<file path="src/rtl/fir_interp_pkg.sv">
// Shared definitions for the x2 polyphase interpolator and its output stage.
// Holds sample/fraction widths, round/saturate constants, the FSM state enum
// and the three 16-entry coefficient ROMs (h[0..15], even index = phase 0).
package fir_interp_pkg;

    localparam int unsigned SAMPLE_W  = 16;
    localparam int unsigned COEF_FRAC = 15;
    localparam int unsigned ROM_DEPTH = 16;
    localparam int unsigned ROM_AW    = 4;

    localparam int ROUND_CONST = 1 << (COEF_FRAC - 1);
    localparam int SAT_MAX     = 32767;
    localparam int SAT_MIN     = -32768;

    typedef enum logic [2:0] {
        S_IDLE,
        S_MAC0,
        S_OUT0,
        S_MAC1,
        S_OUT1
    } state_t;

    typedef logic signed [15:0] coef_rom_t [ROM_DEPTH];

    // Symmetric 16-tap 20 kHz low-pass; each phase sums to 32768 (unity per phase).
    localparam coef_rom_t COEF_LPF_20K = '{
        -16'sd176, -16'sd456, -16'sd412,  16'sd617,
         16'sd2910, 16'sd6583, 16'sd10551, 16'sd13151,
         16'sd13151, 16'sd10551, 16'sd6583, 16'sd2910,
         16'sd617, -16'sd412, -16'sd456, -16'sd176
    };

    localparam coef_rom_t COEF_FLAT  = '{default: 16'sd4096};
    localparam coef_rom_t COEF_GAIN2 = '{default: 16'sd8192};

    // ROM lookup: sel 1 = flat, 2 = gain-2, anything else = production LPF.
    function automatic logic signed [15:0] coef_at(input int unsigned sel,
                                                   input logic [ROM_AW-1:0] idx);
        case (sel)
            1:       coef_at = COEF_FLAT[idx];
            2:       coef_at = COEF_GAIN2[idx];
            default: coef_at = COEF_LPF_20K[idx];
        endcase
    endfunction

endpackage

</file>
<file path="src/rtl/fir_interp_x2_tx_sat_round_q15.sv">
// Registered round-half-up and saturate from a wide Q15 accumulator to 16 bits.
// Ports: clk, rst (sync, active-high), en (capture strobe), acc (accumulator),
//        data (rounded/saturated sample, held between strobes), valid (1-cycle pulse).
module sat_round_q15
    import fir_interp_pkg::*;
#(
    parameter int unsigned ACC_W = 35
) (
    input  logic                       clk,
    input  logic                       rst,
    input  logic                       en,
    input  logic signed [ACC_W-1:0]    acc,
    output logic signed [SAMPLE_W-1:0] data,
    output logic                       valid
);

    localparam int unsigned SUM_W = ACC_W + 1;
    localparam int unsigned SHR_W = SUM_W - COEF_FRAC;

    logic signed [SUM_W-1:0]    rounded;
    logic signed [SHR_W-1:0]    shifted;
    logic signed [SAMPLE_W-1:0] sat_val;

    // One extra bit of headroom keeps the rounding add from wrapping.
    always_comb begin
        rounded = SUM_W'(acc) + SUM_W'(ROUND_CONST);
        shifted = SHR_W'(rounded >>> COEF_FRAC);
        if (shifted > SHR_W'(SAT_MAX)) begin
            sat_val = SAMPLE_W'(SAT_MAX);
        end else if (shifted < SHR_W'(SAT_MIN)) begin
            sat_val = SAMPLE_W'(SAT_MIN);
        end else begin
            sat_val = shifted[SAMPLE_W-1:0];
        end
    end

    always_ff @(posedge clk) begin
        if (rst) begin
            data  <= '0;
            valid <= 1'b0;
        end else begin
            valid <= en;
            if (en) begin
                data <= sat_val;
            end
        end
    end

endmodule

</file>
<file path="src/rtl/fir_interp_x2_tx.sv">
// x2 polyphase FIR interpolator for the TX path, one shared multiply-accumulate.
// Each accepted sample produces two outputs: y0 (even taps) then y1 (odd taps).
// Ports: clk, rst (sync, active-high), in_data/in_valid/in_ready (input handshake),
//        out_data/out_valid (rounded, saturated output with 1-cycle strobe).
module fir_interp_x2_tx
    import fir_interp_pkg::*;
#(
    parameter int unsigned TAPS_PER_PHASE = 8,
    parameter int unsigned COEF_W         = 16,
    parameter int unsigned COEF_SET       = 0
) (
    input  logic                       clk,
    input  logic                       rst,
    input  logic signed [SAMPLE_W-1:0] in_data,
    input  logic                       in_valid,
    output logic                       in_ready,
    output logic signed [SAMPLE_W-1:0] out_data,
    output logic                       out_valid
);

    localparam int unsigned P      = TAPS_PER_PHASE;
    localparam int unsigned CNT_W  = (P > 1) ? $clog2(P) : 1;
    localparam int unsigned PROD_W = SAMPLE_W + COEF_W;
    localparam int unsigned ACC_W  = PROD_W + $clog2(P);

    state_t                     state;
    logic [CNT_W-1:0]           tap;
    logic signed [SAMPLE_W-1:0] dline [P];
    logic signed [ACC_W-1:0]    acc;
    logic signed [COEF_W-1:0]   coef;
    logic signed [SAMPLE_W-1:0] tap_x;
    logic signed [PROD_W-1:0]   prod;
    logic                       phase;
    logic                       accept;
    logic                       last_tap;
    logic                       out_en;

    // Ready only in IDLE and never while reset is asserted.
    assign in_ready = (state == S_IDLE) && !rst;
    assign accept   = in_valid && in_ready;
    assign phase    = (state == S_MAC1);
    assign last_tap = (tap == CNT_W'(P - 1));
    assign out_en   = (state == S_OUT0) || (state == S_OUT1);

    // Coefficient index 2k+phase is simply {k, phase}.
    always_comb begin
        coef  = COEF_W'(coef_at(COEF_SET, ROM_AW'({tap, phase})));
        tap_x = dline[tap];
        prod  = PROD_W'(coef) * PROD_W'(tap_x);
    end

    always_ff @(posedge clk) begin
        if (rst) begin
            state <= S_IDLE;
            tap   <= '0;
            acc   <= '0;
            for (int i = 0; i < int'(P); i++) begin
                dline[i] <= '0;
            end
        end else begin
            case (state)
                S_IDLE: begin
                    if (accept) begin
                        dline[0] <= in_data;
                        for (int i = 1; i < int'(P); i++) begin
                            dline[i] <= dline[i-1];
                        end
                        acc   <= '0;
                        tap   <= '0;
                        state <= S_MAC0;
                    end
                end
                S_MAC0, S_MAC1: begin
                    acc <= acc + ACC_W'(prod);
                    if (last_tap) begin
                        tap   <= '0;
                        state <= (state == S_MAC0) ? S_OUT0 : S_OUT1;
                    end else begin
                        tap <= tap + CNT_W'(1);
                    end
                end
                S_OUT0: begin
                    acc   <= '0;
                    state <= S_MAC1;
                end
                S_OUT1: begin
                    state <= S_IDLE;
                end
                default: begin
                    state <= S_IDLE;
                end
            endcase
        end
    end

    // Output stage samples acc during OUT0/OUT1, before the clear lands.
    sat_round_q15 #(
        .ACC_W (ACC_W)
    ) u_sat_round (
        .clk   (clk),
        .rst   (rst),
        .en    (out_en),
        .acc   (acc),
        .data  (out_data),
        .valid (out_valid)
    );

endmodule

</file>
<file path="config.mk">
export PLATFORM = sky130hd
export DESIGN_NAME = fir_interp_x2_tx
export DESIGN_NICKNAME = d
export VERILOG_FILES = /design/src/rtl/fir_interp_pkg.sv /design/src/rtl/fir_interp_x2_tx_sat_round_q15.sv /design/src/rtl/fir_interp_x2_tx.sv
export SDC_FILE = /design/constraint.sdc
export NUM_CORES = 1
export LEC_CHECK = 0
export BUFFER_PORTS_ARGS = -buffer_cell sky130_fd_sc_hd__buf_4
export CAP_MARGIN = 20
export CORE_AREA = 2 2 223 203
export CTS_CLUSTER_DIAMETER = 200
export DETAILED_ROUTE_END_ITERATION = 16
export DIE_AREA = 0 0 225 205
export GPL_TIMING_DRIVEN = 0
export HOLD_SLACK_MARGIN = 0.05
export SETUP_SLACK_MARGIN = 0.3
export SLEW_MARGIN = 10
export SYNTH_ARGS = -nofsm -noshare
export SYNTH_HDL_FRONTEND = slang
export SYNTH_SLANG_ARGS = --single-unit
</file>
<file path="constraint.sdc">
create_clock -name clk -period 7.5 [get_ports clk]
set_input_delay 0 -clock clk [delete_from_list [all_inputs] [get_ports clk]]
set_output_delay 0 -clock clk [all_outputs]
set_load 0.01 [all_outputs]
</file>
# ---- Yosys cells after proc, flatten, opt, wreduce, memory -nomap -nowiden
# Memory sizes are Yosys's and may differ from the RTL's. A register that Yosys moved wholly into a read port is not among the register bits.
# Cells that the tools add are included.
dict set report word_totals {
  inputBits 19
  n_memories 2
  elab_cells 70
  out_inout_bits 18
  romBits 256
  mem_bits_rw 128
  regBits 58
}
# name depth word_bits rd rd_ports_with_merged_regs wr line
set mem_list {}
lappend mem_list {{(no name shown)} 16 16 1 0 0 fir_interp_pkg.sv:42} ;# default: coef_at = COEF_LPF_20K[idx];
lappend mem_list {dline 8 16 8 1 8 fir_interp_x2_tx.sv:28} ;# logic signed [SAMPLE_W-1:0] dline [P];
dict set report op_classes {
  n_bitwise 9
  n_eq_ne 7
  n_lt_le_gt_ge 3
  reduce_logical 11
  mul 1
  mux 29
  n_addsub 3
}
# op count
set ops {}
lappend ops {{16-bit 2-to-1 mux} 12}
lappend ops {{35-bit one-hot mux with 3 select lines} 1}
lappend ops {{35-bit by 16-bit adder with 36-bit output (second input constant)} 1}
lappend ops {{35-bit by 32-bit adder with 35-bit output} 1}
lappend ops {{35-bit 2-to-1 mux} 1}
lappend ops {{16-bit by 16-bit multiplier with 32-bit output} 1}
lappend ops {{21-bit by 16-bit greater-than comparator with 1-bit output (second input constant)} 1}
lappend ops {{21-bit by 16-bit < comparator with 1-bit output (second input constant)} 1}
lappend ops {{3-bit 2-to-1 mux} 7}
lappend ops {{3-bit one-hot mux with 3 select lines} 1}
lappend ops {{1-bit OR} 8}
lappend ops {{3-bit by 2-bit == test with 1-bit output (second input constant)} 2}
lappend ops {{3-bit == test (second input constant)} 2}
lappend ops {{1-bit 2-to-1 mux} 6}
lappend ops {{3-bit one-hot mux with 2 select lines} 1}
lappend ops {{2-bit AND reduction} 3}
lappend ops {{5-bit >= comparator (second input constant)} 1}
lappend ops {{4-bit inverter with 5-bit output} 1}
lappend ops {{2-bit inequality test (second input constant)} 2}
lappend ops {{3-bit by 1-bit adder with 3-bit output (second input constant)} 1}
lappend ops {{3-bit by 1-bit == test with 1-bit output (second input constant)} 1}
lappend ops {{3-bit logical NOT} 1}
lappend ops {{3-bit nonzero test} 1}
lappend ops {{1-bit logical AND} 2}
lappend ops {{other kinds (4)} 4}

# ---- Logic depth before layout (Yosys ltp)
# Gate-level depths: netlist of the first run.
dict set report logic_depth {
  ltp_word 8
  depth_mapped 31
  mapped_depth_nobuf 29
}

# ---- Hierarchy
# Synthesis of the first run repeated with hierarchy kept, for this count alone.
dict set report unflattened {
  hier_cells 1936
  hier_area_um2 19971.7
}
# mod seq_area_each_um2 instances cells_per_inst area_per_inst_um2
set modules_own_cells {}
lappend modules_own_cells {fir_interp_x2_tx 4724.5 1 1795 18714.2}
lappend modules_own_cells {sat_round_q15 340.3 1 141 1257.5}

# ---- Least setup slack after synthesis of the first run
# Ideal clock, no wire load.
dict set report synth_path {
  kind {register to register}
  start {register state[0]}
  end {register acc[32]}
  period_less_slack_ns 7.708
  arrival_time_ns 7.591
  setup_time_ns 0.117
  t_required_ns 7.383
  path_stages_with_launch 30
  setup_slack_ns -0.208
  n_path_buf 2
  cell_sequence {dfxtp_1 -> buf_2 -> nor2b_1 -> clkbuf_1 -> nand2_1 -> ha_1 -> nand2b_1 -> or2_2 -> a21boi_1 -> or2_2 -> inv_1 -> fa_1 -> inv_1 -> fa_1 -> fa_1 -> inv_1 -> fa_1 -> fa_1 -> inv_1 -> fa_1 -> inv_1 -> ha_1 -> and4_4 -> a31o_2 -> a31oi_1 -> o2bb2ai_1 -> a211o_2 -> a21oi_1 -> xnor2_1 -> a22o_1}
}
dict set report synth_between {
  elab_chain_len 8
  word_cells_on_any_way 17
  cone_classes {add/sub: 1; mul: 1; eq/ne: 4; mux: 3; bitwise: 1; reduce/logical: 6; memory: 1}
}
# item line
set synth_lines {}
lappend synth_lines {{start: declaration} fir_interp_x2_tx.sv:26} ;# state_t state;
lappend synth_lines {{start signal: assignment} fir_interp_x2_tx.sv:77} ;# state <= (state == S_MAC0) ? S_OUT0 : S_OUT1;
lappend synth_lines {{3-bit by 2-bit == test with 1-bit output} {fir_interp_x2_tx.sv:41, fir_interp_x2_tx.sv:61}}
lappend synth_lines {{4-bit inverter with 5-bit output (implied by the code)} fir_interp_pkg.sv:42}
lappend synth_lines {{memory 16 x 16 bit} --}
lappend synth_lines {{16-bit 2-to-1 mux (implied by the code) (2 in a row)} fir_interp_pkg.sv:42}
lappend synth_lines {{16-bit by 16-bit multiplier with 32-bit output} fir_interp_x2_tx.sv:49} ;# prod = PROD_W'(coef) * PROD_W'(tap_x);
lappend synth_lines {{35-bit by 32-bit adder with 35-bit output} fir_interp_x2_tx.sv:74} ;# acc <= acc + ACC_W'(prod);
lappend synth_lines {{35-bit one-hot mux with 3 select lines} fir_interp_x2_tx.sv:61} ;# case (state)
lappend synth_lines {{end signal: assignment} fir_interp_x2_tx.sv:74}
lappend synth_lines {{end: declaration} fir_interp_x2_tx.sv:29} ;# logic signed [ACC_W-1:0] acc;
# Several ways; a longest one is shown, not always the timed one. The select of a mux whose other input is x is not followed.
# A chain may end at the register's enable or synchronous reset.

==> metrics.yaml, run 1 <==
worst_setup_path:
  start_kind: "flop"
  crit_buf_inv: 8
  cp_data_required_time_ns: 7.87
  cp.arrival_ns: 7.71
  cpPeakStageDelay_ns: 0.66
  cp_common_cell: "fa_1"
  path_class: "reg2reg"
  critPathMaxFanout: 10
  critPathTopFamily: "adder cells"
  cp_slowest_cell: "fa_2"
  r2r_setup_slack_ns: 0.16
  end_kind: "flop"
logic_synthesis:
  synth_edf_count: 128
  syn_inst: 1847
  yosysWarnings: 0
  yosysTopAreaCell: "fa_1"
  synth-seq-area-share_pct: 26.0
  synth_top_area_share_pct: 30.8
  ys.flop_type: "edfxtp_1"
  async_flop_share_pct: 0
  synth_area_leaders: "fa_1 31%, edfxtp_1 20%, ha_1 7.5%"
  synth_nets: 2281
  synth_area_um2: 19500
  ys_seq_elements: 189
  yosys.cell_types.count: 76
  syn_avg_cell_area_um2: 10.5
global_route:
  grt_pass1_wl_um: 81400
  grt_pass1_vias: 14600
  grt_max_degree: 67
  overflow: 0
  grt.total_usage_pct: 23.4
  antenna_found_initial: 0
drt:
  drc: 0
  drt-total-wl_um: 50500
  routed_via_density: 5.35
  drt_iter0_drc: 989
  wl_per_cell_um: 19.4
  first_pass_iters: 5
  vias: 13900
  drtAntennaViolNets: 0
job:
  drv_cap: 0
clock_network:
  clock_path_buffers: 2
  cts_sinks: 189
  clkTransAtPathRegs_ns: 0.08
  htree_levels: 4
  tritoncts: "yes"
  cts_root_buffer: "clkbuf_16"
  cts_buffers: 17
  insertion_delay_ns: 0.49
place:
  dp_hpwl_um: 37800
  port_buffers: 35
  gp_congestion: 0.909
hold_path:
  holdCritStartpoint: "in_data[7]"
  hold_path_class: "in2reg"
layout:
  final_net_count: 2454
  fillCellCount: 3835
  drive_above_1_share_pct: 21.0
  syn2layout_area_growth_pct: 20.0
  final_cell_mix: "360 x inv_1, 285 x fa_1, 176 x nor2_1"
  final_common_cell: "inv_1"
timing:
  hold_viol_final: 0
  tightest_slew_ns: 0.919
  fin_hold_ws_ns: 0.359
  max-slew-margin-rel_pct: 38.3
  min_period_ns: 7.34
  setup_viol_count_final: 0
  rsz0062_at_grt: "true"
  max_freq_mhz: 136
  finalCritPeriodShare_pct: 97.9
  finClkSkew_ns: 0.0172
  drv_slew: 0
run_status:
  run_status: "complete, no violations"
die:
  chipHeight_um: 205
  rows: 73
  core_um2: 43800
  ioPinCount: 37
  die_area_um2: 46100
  initial_core_util_pct: 44.5
  die_w_um: 225
registers in the layout (all words and copies together), names as in the netlist, named ones only:
| name | count |
|---|---|
| acc | 35 |
| dline | 128 |
| state | 3 |
| tap | 3 |
| u_sat_round.data | 16 |
| u_sat_round.valid | 1 |
per-layer routing:
| layer | up-vias | global-route usage, % | wire length [µm] |
|---|---|---|---|
| li1 | 6284 | - | - |
| met1 | 7147 | 33.2 | 23000 |
| met2 | 387 | 36.8 | 23500 |
| met3 | 68 | 4.27 | 2890 |
| met4 | 0 | 6.84 | 1110 |
| met5 | - | 0 | 0 |
area by class of cell:
| type | instances | area [µm²] | share of cell area, % |
|---|---|---|---|
| buffer | 72 | 546 | 2.34 |
| tap | 562 | 703 | 3.01 |
| clock buffer | 17 | 425 | 1.82 |
| inverter | 385 | 1460 | 6.23 |
| sequential | 189 | 5070 | 21.7 |
| antenna | 1 | 2.50 | 0.0107 |
| timing repair buffer | 155 | 1420 | 6.07 |
| clock inverter | 15 | 179 | 0.766 |
| multi-input combinational | 1200 | 13600 | 58.0 |
synth_stat cells (all sizes together), types with 3 or more instances:
master	count
a31o	3
and2	15
edfxtp	128
clkbuf	61
and4	4
o21a	12
nor2b	40
xor2	23
nand2b	19
a21oi	25
inv	385
mux2i	13
mux2	8
nor3	11
nand4	5
mux4	33
nand2	91
ha	116
buf	12
o21ai	22
nor2	186
or2	16
o211ai	3
a211oi	18
nand3	12
o21bai	4
xnor2	28
a31oi	9
nor4	4
fa	299
o22a	3
a22oi	15
and3	99
dfxtp	61
a21o	16
a22o	17
cells by family (layout without fill, tap and decap cells):
group / after synthesis / after routing / synth area share [%]
multiplexers: 54 / 54 / 4.95
buffers and inverters: 458 / 644 / 9.05
AO/OA/AOI/OAI: 170 / 170 / 6.52
flip-flops: 189 / 189 / 26.0
adder cells (fa/ha/maj): 415 / 415 / 38.2
other: 0 / 1 / 0
XOR/XNOR: 51 / 51 / 2.29
AND/OR/NAND/NOR: 510 / 510 / 13.0
worst paths after layout:
check | depth (start not counted) | end
max | 26 | acc[31]
min | 3 | dline[0][7]
max reg2reg | 26 | acc[31]
min reg2reg | 2 | u_sat_round.data[15]
stage by stage:
step           instance area, µm²  setup TNS, ns  cells  setup slack, ns  util (%)
6_report                    23400              0   2596            0.160      53.4
3_3_place_gp                20500         -25.44   2444            -1.47      46.9
2_1_floorplan               19500              0   1847            0.332         -
5_1_grt                     23400        -0.0314   2595          -0.0259      53.4
4_1_cts                     22700              0   2552            0.274      51.9
3_5_place_dp                20600         -26.42   2447            -1.54      47.0
timing repair:
item / in CTS / in global routing
setup endpoints to repair: 27 / 19
resized for setup: 197 / 99
hold buffers: 17 / 0
setup buffers: 56 / 43
pin swaps: 41 / 66
endpoints found under the hold margin: 17 / 0
cloned: 1 / 0
tightest hold or removal path, delay by kind of cell:
family                 cells  cell delay (ns)
buffers and inverters      2             0.61
AND/OR/NAND/NOR            1             0.13
Power of run 1 is left out: the tool's default activity adds up to more than one toggle a clock period on the data nets, which glitch-free logic cannot reach.
==> run 2, diff against run 1 <==
--- a/config.mk
+++ b/config.mk
@@ -13,6 +13,7 @@
 export DIE_AREA = 0 0 225 205
 export GPL_TIMING_DRIVEN = 0
 export HOLD_SLACK_MARGIN = 0.05
+export RECOVER_POWER = 50
 export SETUP_SLACK_MARGIN = 0.3
 export SLEW_MARGIN = 10
 export SYNTH_ARGS = -nofsm -noshare
==> metrics.yaml, run 2 (synthesis results as in run 1) <==
run_status:
  run_status: "finished, violations left"
  failed_checks: "capacitance limit, slew limit"
layout:
  reg.largest.list: "dline x128, acc x35, u_sat_round.data x16"
  fin_cells: 2595  # -0.039%
  largest_reg_flops: 128  # unchanged
  final_net_count: 2454  # unchanged
  final_area_um2: 23200  # -0.49%
  final_cell_mix: "360 x inv_1, 285 x fa_1, 176 x nor2_1"
  num_antenna_cells: 0  # -1
  syn2layout_area_growth_pct: 19.4
  final_common_cell: "inv_1"
  drive_above_1_share_pct: 19.9  # -1.0 points
  max_flop_register: "dline"
worst_setup_path:
  start_kind: "flop"
  crit_buf_inv: 9  # +1
  cp_slowest_cell: "fa_2"
  cp_data_required_time_ns: 7.87  # about the same
  cpPeakStageDelay_ns: 0.62  # -0.04 ns
  critPathTopFamily: "adder cells"
  path_class: "reg2reg"
  cp.arrival_ns: 7.70  # about the same
  end_kind: "flop"
  cp_common_cell: "fa_1"
  critPathMaxFanout: 6  # -4
drt:
  wl_per_cell_um: 19.4  # about the same
  drtAntennaViolNets: 0  # unchanged
  drt-total-wl_um: 50400  # about the same
  routed_via_density: 5.34  # -0.18%
  drt_iter0_drc: 887  # -10%
  drc: 0  # unchanged
  first_pass_iters: 5  # unchanged
  vias: 13900  # -0.22%
clock_network:
  htree_levels: 4  # unchanged
  cts_buffers: 17  # unchanged
  tritoncts: "yes"
  clock_path_buffers: 2  # unchanged
  clkTransAtPathRegs_ns: 0.08  # about the same
  cts_sinks: 189  # unchanged
  cts_root_buffer: "clkbuf_16"
  insertion_delay_ns: 0.49  # about the same
timing:
  drv_slew: 63  # +63
  setup_viol_count_final: 0  # unchanged
  max-slew-margin-rel_pct: -140  # -180 points
  finalCritPeriodShare_pct: 97.7  # -0.13 points
  finClkSkew_ns: 0.0180  # +0.000821 ns
  tightest_slew_ns: 3.60  # +2.68 ns
  rsz0062_at_grt: "true"
  max_freq_mhz: 136  # +0.13%
  hold_viol_final: 0  # unchanged
  min_period_ns: 7.33  # -0.00963 ns
global_route:
  grt_pass1_wl_um: 81400  # unchanged
  grt_max_degree: 67  # unchanged
  grt.total_usage_pct: 23.4  # unchanged
  antenna_found_initial: 0  # unchanged
  grt_pass1_vias: 14600  # unchanged
  overflow: 0  # unchanged
die:
  rows: 73  # unchanged
  die_area_um2: 46100  # unchanged
  die_w_um: 225  # unchanged
  core_um2: 43800  # unchanged
  chipHeight_um: 205  # unchanged
  ioPinCount: 37  # unchanged
  initial_core_util_pct: 44.5  # unchanged
place:
  dp_hpwl_um: 37800  # unchanged
  dp.cells: 2447  # unchanged
  place_area_um2: 20600  # unchanged
  gp_congestion: 0.909  # unchanged
  port_buffers: 35  # unchanged
hold_path:
  hold_path_class: "in2reg"
job:
  drv_cap: 1  # +1
-- run 2: worst register-to-register path: stages (launching register included) --
cell,delay [ns]
dfxtp_2,0.34
clkbuf_16,0.17
buf_12,0.13
buf_12,0.13
mux4_2,0.55
mux2i_4,0.26
buf_8,0.18
nor2_4,0.05
fa_2,0.62
inv_2,0.08
fa_2,0.58
buf_12,0.18
fa_1,0.52
inv_1,0.05
fa_1,0.45
fa_1,0.49
inv_1,0.05
fa_1,0.50
inv_2,0.05
ha_4,0.24
and4_4,0.19
a31o_4,0.25
a311oi_4,0.33
a2bb2oi_2,0.19
o31a_1,0.20
nand2b_1,0.09
xor2_1,0.14
a22o_1,0.19
-- run 2: path summary, 6_finish.rpt --
check | start | to | slack [ns] | depth (start not counted)
worst max register to register | flop | acc[31] | 0.17 | 27
worst max-delay path | flop | acc[31] | 0.17 | 27
worst min-delay path | rst | u_sat_round.data[1] | 0.35 | 4
worst min register to register | u_sat_round.data[15] | u_sat_round.data[15] | 0.49 | 2
-- run 2: area by class of cell --
class / count / area (µm²)
Buffer: 72 / 546
Clock buffer: 17 / 425
Clock inverter: 15 / 179
Fill cell: 3864 / 20500
Inverter: 385 / 1460
Multi-Input combinational cell: 1200 / 13500
Sequential cell: 189 / 5070
Tap cell: 562 / 703
Timing Repair Buffer: 155 / 1330
-- run 2: what timing repair did --
action | CTS | global route
pin swaps | 41 | 66
resized for setup | 197 | 99
setup buffers | 56 | 43
endpoints found under the setup margin | 27 | 19
gates cloned | 1 | 0
hold buffers | 17 | 0
hold endpoints to repair | 17 | 0
-- run 2: per-stage QoR --
step                hold WS [ns]  utilization [%]  TNS [ns]  setup slack [ns]
floorplan                  0.229                -         0             0.332
global placement           0.309             46.9    -25.44             -1.47
detailed placement         0.315             47.0    -26.42             -1.54
CTS                        0.327             51.9         0             0.274
global route               0.347             53.1   -0.0250           -0.0227
finish                     0.347             53.1         0             0.170
-- run 2: per-layer routing --
metal	wire, µm	vias to the layer above	part of all wire, %	GRT usage, %
met3	2870	69	5.7	4.27
met2	23400	388	46	36.8
met1	23000	7117	46	33.2
met4	1140	0	2.3	6.84
met5	0	-	0	0
li1	-	6282	-	-
Power of run 2 is left out for the same reason.
==> run 3, diff against run 2 <==
--- a/config.mk
+++ b/config.mk
@@ -14,7 +14,6 @@
 export GPL_TIMING_DRIVEN = 0
 export HOLD_SLACK_MARGIN = 0.05
 export RECOVER_POWER = 50
-export SETUP_SLACK_MARGIN = 0.3
 export SLEW_MARGIN = 10
 export SYNTH_ARGS = -nofsm -noshare
 export SYNTH_HDL_FRONTEND = slang
==> metrics.yaml, run 3 (synthesis results as in run 1) <==
layout:
  reg.largest.list: "dline x128, acc x35, u_sat_round.data x16"
  syn2layout_area_growth_pct: 15.2
  largest_reg_flops: 128  # unchanged
  final_area_um2: 22400  # -3.5%
  final_net_count: 2389  # -2.6%
  final_cell_mix: "380 x inv_1, 295 x fa_1, 178 x nor2_1"
  final_common_cell: "inv_1"
  max_flop_register: "dline"
  num_antenna_cells: 0  # unchanged
  drive_above_1_share_pct: 15.2  # -4.7 points
global_route:
  grt.total_usage_pct: 23.0  # -0.42 points
  antenna_found_initial: 1  # +1
  grt_max_degree: 51  # -24%
  grt_pass1_vias: 14500  # -0.98%
  grt_pass1_wl_um: 79800  # -2.0%
  overflow: 0  # unchanged
clock_network:
  clock_path_buffers: 2  # unchanged
  cts_sinks: 189  # unchanged
  htree_levels: 4  # unchanged
  clkTransAtPathRegs_ns: 0.10  # +0.02 ns
  cts_buffers: 17  # unchanged
  insertion_delay_ns: 0.50  # about the same
  tritoncts: "yes"
  cts_root_buffer: "clkbuf_16"
timing:
  min_period_ns: 7.26  # -0.0702 ns
  tns_ns: 0  # unchanged
  tightest_slew_ns: 1.84  # -1.75 ns
  finalCritPeriodShare_pct: 96.8  # -0.94 points
  max_freq_mhz: 138  # +0.97%
  max-slew-margin-rel_pct: -23.0  # +120 points
  finClkSkew_ns: 0.0246  # +0.00663 ns
  fin_hold_ws_ns: 0.0440  # -0.303 ns
  drv_slew: 35  # -44%
  hold_viol_final: 0  # unchanged
  setup_viol_count_final: 0  # unchanged
worst_setup_path:
  crit_buf_inv: 8  # -1
  cp_data_required_time_ns: 7.89  # +0.02 ns
  critPathTopFamily: "adder cells"
  start_kind: "flop"
  cp.arrival_ns: 7.65  # -0.05 ns
  cpPeakStageDelay_ns: 0.54  # -0.08 ns
  worstSetupEndpoint: "acc[24]"
  cp_common_cell: "fa_1"
  path_class: "reg2reg"
  critPathMaxFanout: 10  # +4
  end_kind: "flop"
  reg2reg_depth: 26  # -3.7%
  cp_slowest_cell: "fa_1"
  r2r_setup_slack_ns: 0.24  # +0.07 ns
  cp.depth: 26  # -3.7%
  r2r-end: "acc[24]"
hold_path:
  hold_path_class: "in2reg"
drt:
  drt-total-wl_um: 49000  # -2.8%
  drc: 0  # unchanged
  wl_per_cell_um: 19.4  # -0.32%
  first_pass_iters: 5  # unchanged
  routed_via_density: 5.35  # +0.19%
  drtAntennaViolNets: 0  # unchanged
  drt_iter0_drc: 947  # +6.8%
  vias: 13500  # -2.3%
die:
  core_um2: 43800  # unchanged
  chipHeight_um: 205  # unchanged
  die_w_um: 225  # unchanged
  initial_core_util_pct: 44.5  # unchanged
  die_area_um2: 46100  # unchanged
  rows: 73  # unchanged
  ioPinCount: 37  # unchanged
place:
  gp_congestion: 0.912  # +0.27%
  dp_hpwl_um: 38000  # +0.37%
  place_area_um2: 20500  # -0.32%
  port_buffers: 35  # unchanged
job:
  drv_cap: 1  # unchanged
run_status:
  run_status: "finished, violations left"
  failed_checks: "capacitance limit, slew limit"
==> run 3: cell count changes in the layout (fill, tap and decap cells not counted), moves of 4 or more <==
cell / change
buf_4: -54
inv_1: +20
inv_2: -20
fa_1: +10
fa_2: -10
buf_12: -8
ha_4: -8
ha_1: +5
clkbuf_2: +4
mux2_2: +4
mux2_4: -4
==> run 3: metal layers <==
metal	up-vias	GRT usage [%]	share of wire [%]	wire (µm)
met5	-	0	0	0
met1	6961	32.2	46	22300
met4	0	7.17	2.6	1290
met2	350	35.7	46	22500
met3	64	5.05	5.9	2900
li1	6160	-	-	-
==> run 3: layout make-up <==
class                           instances  area, µm²
Timing Repair Buffer                   97        786
Multi-Input combinational cell       1200      13300
Inverter                              385       1460
Fill cell                            3953      21300
Clock inverter                         14        229
Buffer                                 65        402
Tap cell                              562        703
Clock buffer                           18        429
Sequential cell                       189       5080
==> run 3: how the worst min path moves through the flow <==
| stage | startpoint | endpoint | depth (start not counted) | slack [ns] |
|---|---|---|---|---|
| 2_1_floorplan | in_data[0] | dline[0][0] | 1 | 0.23 |
| 6_report | in_valid | tap[2] | 4 | 0.04 |
| 3_5_place_dp | in_data[1] | dline[0][1] | 2 | 0.31 |
| 5_1_grt | in_valid | tap[2] | 4 | 0.1 |
| 3_3_place_gp | in_data[5] | dline[0][5] | 2 | 0.31 |
| 4_1_cts | in_valid | tap[2] | 4 | 0.07 |
==> run 3: worst reg2reg max path, cell delays in order (launching register included) <==
cell	delay (ns)
dfxtp_1	0.46
buf_2	0.36
mux4_2	0.41
mux2i_4	0.24
buf_4	0.18
or2_4	0.15
inv_6	0.05
fa_1	0.54
inv_2	0.05
fa_1	0.48
fa_1	0.51
fa_1	0.49
inv_1	0.05
fa_1	0.53
inv_1	0.06
fa_1	0.53
inv_1	0.06
ha_4	0.29
nand3_4	0.08
or2_4	0.27
or4_4	0.43
o21ai_4	0.15
buf_12	0.15
o21ai_1	0.09
a21oi_1	0.21
o21ai_1	0.09
a32o_1	0.25
==> run 3: metrics by stage <==
stage                     instances  util, %  setup WS [ns]
after floorplan                1847        -         0.0518
after global placement         2444     46.7          -1.79
after detailed placement       2447     46.9          -1.53
after CTS                      2508     50.0       0.000972
after global routing           2530     51.3        -0.0237
final                          2530     51.3          0.240
==> run 3: repair_timing <==
item                                   4_1_cts  5_1_grt
endpoints found under the hold margin       16        0
pin swaps                                   10       30
setup endpoints to repair                   25       17
hold buffers                                16        0
resized for setup                          106      118
buffers inserted                            21       22
Power of run 3 is left out for the same reason.
